[src/rtl/vga_pic.sv]
// vga_pic: registered RGB888 test-pattern generator for an 800x480 video pipeline
//   clk            pixel clock, all state on rising edge
//   rstn           asynchronous active-low reset
//   keyin[3:0]     one-hot pattern select: 0 vbars, 1 hbars, 2 checker, 3 gradient
//   pix_x, pix_y   current pixel coordinate from the timing generator
//   color_data_out registered colour {R, G, B}, one cycle after the coordinate
module vga_pic #(
   parameter int H_VALID = 800,
   parameter int V_VALID = 480,
   parameter int BAR_W   = 100,
   parameter int BAR_H   = 60,
   parameter int CELL    = 40
) (
   input  logic        clk,
   input  logic        rstn,
   input  logic [3:0]  keyin,
   input  logic [9:0]  pix_x,
   input  logic [9:0]  pix_y,
   output logic [23:0] color_data_out
);
   localparam logic [3:0] VBARS   = 4'b0001;
   localparam logic [3:0] HBARS   = 4'b0010;
   localparam logic [3:0] CHECKER = 4'b0100;
   localparam logic [23:0] PAL [8] = '{24'hFFFFFF, 24'hFFFF00, 24'h00FFFF, 24'h00FF00,
                                       24'hFF00FF, 24'hFF0000, 24'h0000FF, 24'h000000};
   logic [3:0]  mode;
   logic [2:0]  vi, hi;
   logic        cpar;
   logic [23:0] nxt;
   // only a clean one-hot key changes the pattern; idle or chorded keys are ignored
   always_ff @(posedge clk or negedge rstn)
      if (!rstn) mode <= VBARS;
      else if (keyin != '0 && (keyin & (keyin - 4'd1)) == '0) mode <= keyin;
   // divisions as threshold compares; checker only needs the parity of cx+cy,
   // which is the xor of every cell boundary already crossed on each axis
   always_comb begin
      vi = '0;
      hi = '0;
      cpar = 1'b0;
      for (int i = 1; i < 8; i++) begin
         if (pix_x >= 10'(i * BAR_W)) vi = 3'(i);
         if (pix_y >= 10'(i * BAR_H)) hi = 3'(i);
      end
      for (int i = 1; i * CELL < H_VALID; i++) cpar ^= (pix_x >= 10'(i * CELL));
      for (int i = 1; i * CELL < V_VALID; i++) cpar ^= (pix_y >= 10'(i * CELL));
      nxt = (pix_x >= 10'(H_VALID) || pix_y >= 10'(V_VALID)) ? 24'h000000 :
            mode == VBARS   ? PAL[vi] :
            mode == HBARS   ? PAL[hi] :
            mode == CHECKER ? (cpar ? 24'h000000 : 24'hFFFFFF) :
                              {pix_x[9:2], pix_y[8:1], 8'h80};
   end
   always_ff @(posedge clk or negedge rstn)
      if (!rstn) color_data_out <= '0;
      else color_data_out <= nxt;
endmodule

[config.mk]
export PLATFORM = sky130hd
export DESIGN_NAME = vga_pic
export DESIGN_NICKNAME = d
export VERILOG_FILES = /design/src/rtl/vga_pic.sv
export SDC_FILE = /design/constraint.sdc
export NUM_CORES = 1
export LEC_CHECK = 0
export CAP_MARGIN = 20
export CORE_MARGIN = 1
export CORE_UTILIZATION = 45
export CTS_CLUSTER_DIAMETER = 50
export CTS_CLUSTER_SIZE = 28
export DETAILED_ROUTE_END_ITERATION = 6
export PLACE_DENSITY_LB_ADDON = 0.08
export SKIP_LAST_GASP = 1
export SYNTH_ARGS = -nofsm -noshare
export SYNTH_HDL_FRONTEND = slang
export SYNTH_SLANG_ARGS = --single-unit
[constraint.sdc]
create_clock -name clk -period 2 [get_ports clk]
set_input_delay 0.4 -clock clk [delete_from_list [all_inputs] [get_ports clk]]
set_output_delay 0.4 -clock clk [all_outputs]
set_load 0.03 [all_outputs]
After elaboration in Yosys (flattened, before gate mapping) --
Memories as Yosys holds them, arrays and structs flattened. Cells that the tools add are included.
Word-level totals: memory bits (read-only) 384, logic and storage cells 109, register bits 28, output and inout bits 24, memories kept 2
Cells by class: mux-type cells 23, $lt $le $gt $ge 42, reduce and logical (&&, ||, !) cells 4, equality and inequality tests 3, add/sub/neg operators 1, bitwise logic cells 32
Memory list:
- (name not given) | depth 8, bits a word 24, rd ports 1, clocked after memory_dff 0, write ports 0, RTL line 48 | mode == HBARS ? PAL[hi] :
- (name not given) | depth 8, bits a word 24, rd ports 1, clocked after memory_dff 0, write ports 0, RTL line 47 | mode == VBARS ? PAL[vi] :
Operator list (number):
- 24-bit two-way mux | 9
- 10-bit by 9-bit >= comparator with 1-bit output (second input constant) | 16
- 10-bit >= comparator (second input constant) | 9
- 10-bit by 8-bit >= comparator with 1-bit output (second input constant) | 7
- 10-bit by 7-bit >= comparator with 1-bit output (second input constant) | 5
- 10-bit by 6-bit >= comparator with 1-bit output (second input constant) | 3
- 3-bit two-way mux | 10
- 1-bit XOR | 29
- 4-bit >= comparator (second input constant) | 2
- 3-bit inverter with 4-bit output | 2
- 4-bit bitwise AND | 1
- 4-bit by 1-bit equality test with 1-bit output (second input constant) | 1
- 4-bit by 2-bit equality test with 1-bit output (second input constant) | 1
- 4-bit by 3-bit equality test with 1-bit output (second input constant) | 1
- 4-bit logical NOT | 1
- 2-bit two-way mux | 2
- 4-bit nonzero test | 1
- 4-bit by 1-bit subtractor with 4-bit output (second input constant) | 1
- 1-bit two-way mux | 2
- 1-bit logical AND | 1
- 1-bit logical OR | 1

Depth between registers and ports, before layout --
Gate-level depths: netlist of run 1.
depth after elaboration 35, mapped depth 10, gate-level depth less buffers 7

Worst setup path before layout of run 1 --
OpenSTA, ideal clock, no wires.
kind input-to-reg, from in pix_y[3], to reg color_data_out[22], stages 9, required time 1919 ps, arrival 2176 ps, buffers on the path 2, setup time 81 ps, path slack -257 ps, path through buf_2 -> nand2_1 -> a2111oi_0 -> nand2_1 -> xor2_1 -> xnor3_2 -> mux2i_4 -> buf_6 -> nor3_2
Between the ends: cells in the longest elaborated chain, start to end 17
Ends and longest elaborated chain:
- start: declaration | RTL line 18 | input logic [9:0] pix_y,
- 10-bit by 6-bit >= comparator with 1-bit output | RTL line 45 | for (int i = 1; i * CELL < V_VALID; i++) cpar ^= (pix_y >= 10'(i * CELL));
- 1-bit XOR (11 in a row) | RTL line 45
- 24-bit two-way mux (2 in a row) | RTL line 49 | mode == CHECKER ? (cpar ? 24'h000000 : 24'hFFFFFF) :
- 24-bit two-way mux | RTL line 48
- 24-bit two-way mux | RTL line 47
- 24-bit two-way mux (*) | RTL line 46 | nxt = (pix_x >= 10'(H_VALID) || pix_y >= 10'(V_VALID)) ? 24'h000000 :
- named net nxt[22] | RTL line 29 | logic [23:0] nxt;
- end signal: assignment | RTL line 54 | else color_data_out <= nxt;
- end: declaration | RTL line 19 | output logic [23:0] color_data_out
Mark *: on every way through the listed nets, which the timed path passes. The rest lies on a longest branch. The select of a mux whose other input is x is not followed. A chain may end at the register's enable or synchronous reset.

Worst setup path after layout of run 1 --
from in pix_x[3], to reg color_data_out[18]
Between the ends: cells in the longest elaborated chain, start to end 35
Ends and longest elaborated chain:
- start: declaration | RTL line 17 | input logic [9:0] pix_x,
- 10-bit by 6-bit >= comparator with 1-bit output / 10-bit by 7-bit >= comparator with 1-bit output (equally long branches) | RTL line 44 | for (int i = 1; i * CELL < H_VALID; i++) cpar ^= (pix_x >= 10'(i * CELL));
- 1-bit XOR (18 in a row) | RTL line 44
- 1-bit XOR (11 in a row) | RTL line 45
- 24-bit two-way mux (2 in a row) | RTL line 49
- 24-bit two-way mux | RTL line 48
- 24-bit two-way mux | RTL line 47
- 24-bit two-way mux (*) | RTL line 46
- named net nxt[18] | RTL line 29
Marked as above.

==> results of run 1 <==
sequential cells by signal, summed over array words and instances, names as in the netlist:
signal          count
color_data_out     18
mode                4
metal layers:
| layer | vias up | GRT usage | part of all wire |
|---|---|---|---|
| met2 | 53 | 0.4362 | 0.50 |
| met3 | 10 | 0.03966 | 0.030 |
| met4 | 0 | 0.03989 | 0.010 |
| met1 | 942 | 0.3201 | 0.46 |
| li1 | 1037 | - | - |
| met5 | - | 0 | 0 |
cell type report:
| type | count | area [um2] | area share |
|---|---|---|---|
| multi-input cells | 182 | 1196 | 0.4342 |
| repair buffers | 101 | 879.6 | 0.3193 |
| flip-flops and latches | 22 | 551.8 | 0.2003 |
| well taps | 48 | 60.06 | 0.02180 |
| clock buffers | 4 | 45.04 | 0.01635 |
| inverters | 6 | 22.52 | 0.008174 |
layout by cell type (no fill, tap or decap), types with 3 or more instances in the layout:
| cell type | instances |
|---|---|
| o211ai_1 | 10 |
| a22oi_1 | 3 |
| nand2_1 | 15 |
| clkdlybuf4s50_1 | 32 |
| buf_2 | 7 |
| nor2_1 | 26 |
| or3_1 | 4 |
| nor3_1 | 6 |
| clkbuf_8 | 3 |
| inv_1 | 5 |
| nand2b_1 | 7 |
| a21o_1 | 3 |
| dfrtp_1 | 21 |
| o21ai_0 | 18 |
| nor4b_1 | 4 |
| nand3_1 | 12 |
| o21ai_1 | 3 |
| a21oi_1 | 14 |
| buf_4 | 46 |
| dlygate4sd2_1 | 3 |
| a211oi_1 | 3 |
| buf_6 | 9 |
| nand3b_1 | 5 |
| nor3_2 | 4 |
through the flow:
stage	TNS (ns)	utilization	power (mW)	area, um2
after floorplan	-2.599	-	1.078	1867
after global placement	-15.12	0.6785	1.399	2577
after detailed placement	-15.60	0.6785	1.409	2577
after CTS	-1.364	0.7213	1.720	2740
after global routing	-3.295	0.7253	1.830	2755
final	-1.834	0.7253	1.727	2755
kinds of logic after synthesis:
kind of cell | after synthesis
simple gates | 94
compound gates | 81
buf+inv | 33
flops | 22
xor+xnor | 5
mux | 2
path summary, 6_finish.rpt:
kind,from,endpoint,slack (ns),depth (start not counted)
max in group asynchronous,rstn,mode[0]$_DFFE_PN1P_,1.25,2
min,rstn,color_data_out[16]$_DFF_PN0_,0.47,2
min reg2reg,mode[0]$_DFFE_PN1P_,mode[0]$_DFFE_PN1P_,0.53,2
min in group clk,mode[0]$_DFFE_PN1P_,mode[0]$_DFFE_PN1P_,0.53,2
max reg2reg,mode[1]$_DFFE_PN0P_,color_data_out[21]$_DFF_PN0_,0.17,6
max,pix_x[3],color_data_out[18]$_DFF_PN0_,-0.15,10
timing repair:
item	CTS	global route
pin swaps	10	3
cloned	1	0
buffers inserted	7	0
endpoints found under the setup margin	18	18
gates resized for setup	66	3
power by group:
group	switching, mW	leakage, nW	internal, mW
Sequential	0.0388	0.286	0.518
Combinational	0.493	0.875	0.401
Clock	0.134	0.0228	0.142
Total	0.666	1.18	1.06
==> results.md, run 1 <==
- Failing checks: negative setup slack
- Hold WS: 0.4714 ns
- Fin crit period: 2.150 ns
- CTS Hold Bufs: 0
- PD cells: approximately 630 mW/mm2
- CTS tree: built
- Synth Area in XOR/XNOR: 0.03184
- Unrepaired setup endpoints after global routing: yes
- Slew @ Worst Pin: 0.5428 ns
- Area grow syn2layout: 49.19%
- CP max-delay cell: xnor3_2
- Net count after synthesis: 263
- Final WL: 5111 um
- Vias per cell: 5.625
- Post-synth top area share: 0.2846
- Buf/Inv on CP: 3
- Relative slew margins: 0.6331
- Ys Warns: 0
- Cell leakage power: 1.184 nW
- Crit start category: input pin
- Max VDD drop: around 0.34 mV
- Global route overflow: 0
- Top cells by area, synth: dfrtp_1 28%, o21ai_0 6.0%, nor2_1 5.3%
- TritonCTS buffer count: 3
- Multiplexer area fraction after synthesis: 0.01762
- Final setup viols: 18
- Setup ws final: -0.1502 ns
- Num ports: 50
- First-pass DRT Iterations: 4
- Compound-Gate Fraction of Synth Area: 0.2920
- Main combinational cell family by area after synthesis: compound AO/OA/AOI/OAI gates
- Synth cell types: 53
- Avg WL per Cell: 14.08 um
- FFs w/ async S/R, synth: 1.000
- Main synth FF type: dfrtp_1
- Crit path top cell by count: buf_6
- Largest area contributor in the netlist: dfrtp_1
- Root buffer cell: clkbuf_8
- Status: complete, but fails checks
- Num Clock Sinks: 22
- Type of the tightest min-delay check: input pin to asynchronous set/reset pin
- Final non-filler cell total: around 360
- Final Cycle Share: 1.075
- Max_cap viols: 0
- Max Freq: 0.4651 GHz
- Max Slew Vio Count: 0
- Number of DRC markers in iteration 0: 158
- Dpl ws: -0.9076 ns
- Filler cells: around 320
- Most instantiated cells after synthesis: 26 x nor2_1, 22 x o21ai_0, 21 x dfrtp_1, 16 x nand2_1, 15 x a21oi_1
- First-pass GRT wire length: between 8000 and 9000 um
- Gpl congestion: around 0.83
- Die area: 0.004364 mm2
- Critical Path RT: 2.17 ns
- Share of cells above drive strength 1: 0.2794
- Fraction of the mapped netlist area in adder cells: 0
- Synthesized flop and latch total: 22
- Worst skew pair latency: 0.26 ns
- Sequential-to-total area share from yosys stat: 0.2988
- Post-Synth Simple-Gate Area: 0.2629
- Clk buf depth: 2
- Largest net degree at the start of global routing: 23
- H-tree lvl count: 1
- Crit-path cells: buf_6 > buf_6 > a21o_1 > o21bai_1 > a31oi_2 > xor2_2 > xnor3_2 > mux2i_4 > buf_12 > nor3_1
- Total GRT Usage: 0.2473
- Routed Antenna Nets: 0
- Worst Path Arrival: 2.32 ns
- Vias: 2042
- Initial Util: 0.4862
- Residual DRC: 0
- Critical Path End Type: flip-flop
- Max stage delay on crit path: 0.40 ns
- FP Rows: 22
- Final Hold Fails: 0
- Crit Path Max Fanout: 17
- Initial antenna violation count: 0
- Post-synth EDFFs: 0
- Final nets: 342
- Most frequent cell after synthesis: nor2_1
- Critical path class: input pin to flip-flop
- Core Footprint: between 0.003 and 0.004 mm2
- Clk_skew: 0.005783 ns
- Die H: roughly 66 um
- Vias in the first global route: 1861
- CP delay by family, top: XOR/XNOR gates
- Mapped Cells: 237
- Ant. Diodes: 0
- I/O Buffers: 46
- Placed Instances: roughly 350
- Mapped cell area: about 0.0018 mm2
- Reg clk slew, reported paths: 0.08 ns
- Chip width: 66.06 um
- Post-synthesis area per instance: 7.792 um2
- Final HPWL DP: ~3800 um
Note: power is estimated with default switching activity, not from simulation.
==> run 2, diff against run 1 <==
--- a/config.mk
+++ b/config.mk
@@ -13,6 +13,7 @@
 export DETAILED_ROUTE_END_ITERATION = 6
 export PLACE_DENSITY_LB_ADDON = 0.08
 export SKIP_LAST_GASP = 1
+export SLEW_MARGIN = 40
 export SYNTH_ARGS = -nofsm -noshare
 export SYNTH_HDL_FRONTEND = slang
 export SYNTH_SLANG_ARGS = --single-unit
==> results of run 2 <==
Same layout as run 1: the final DEF is identical, and so are final timing and power.
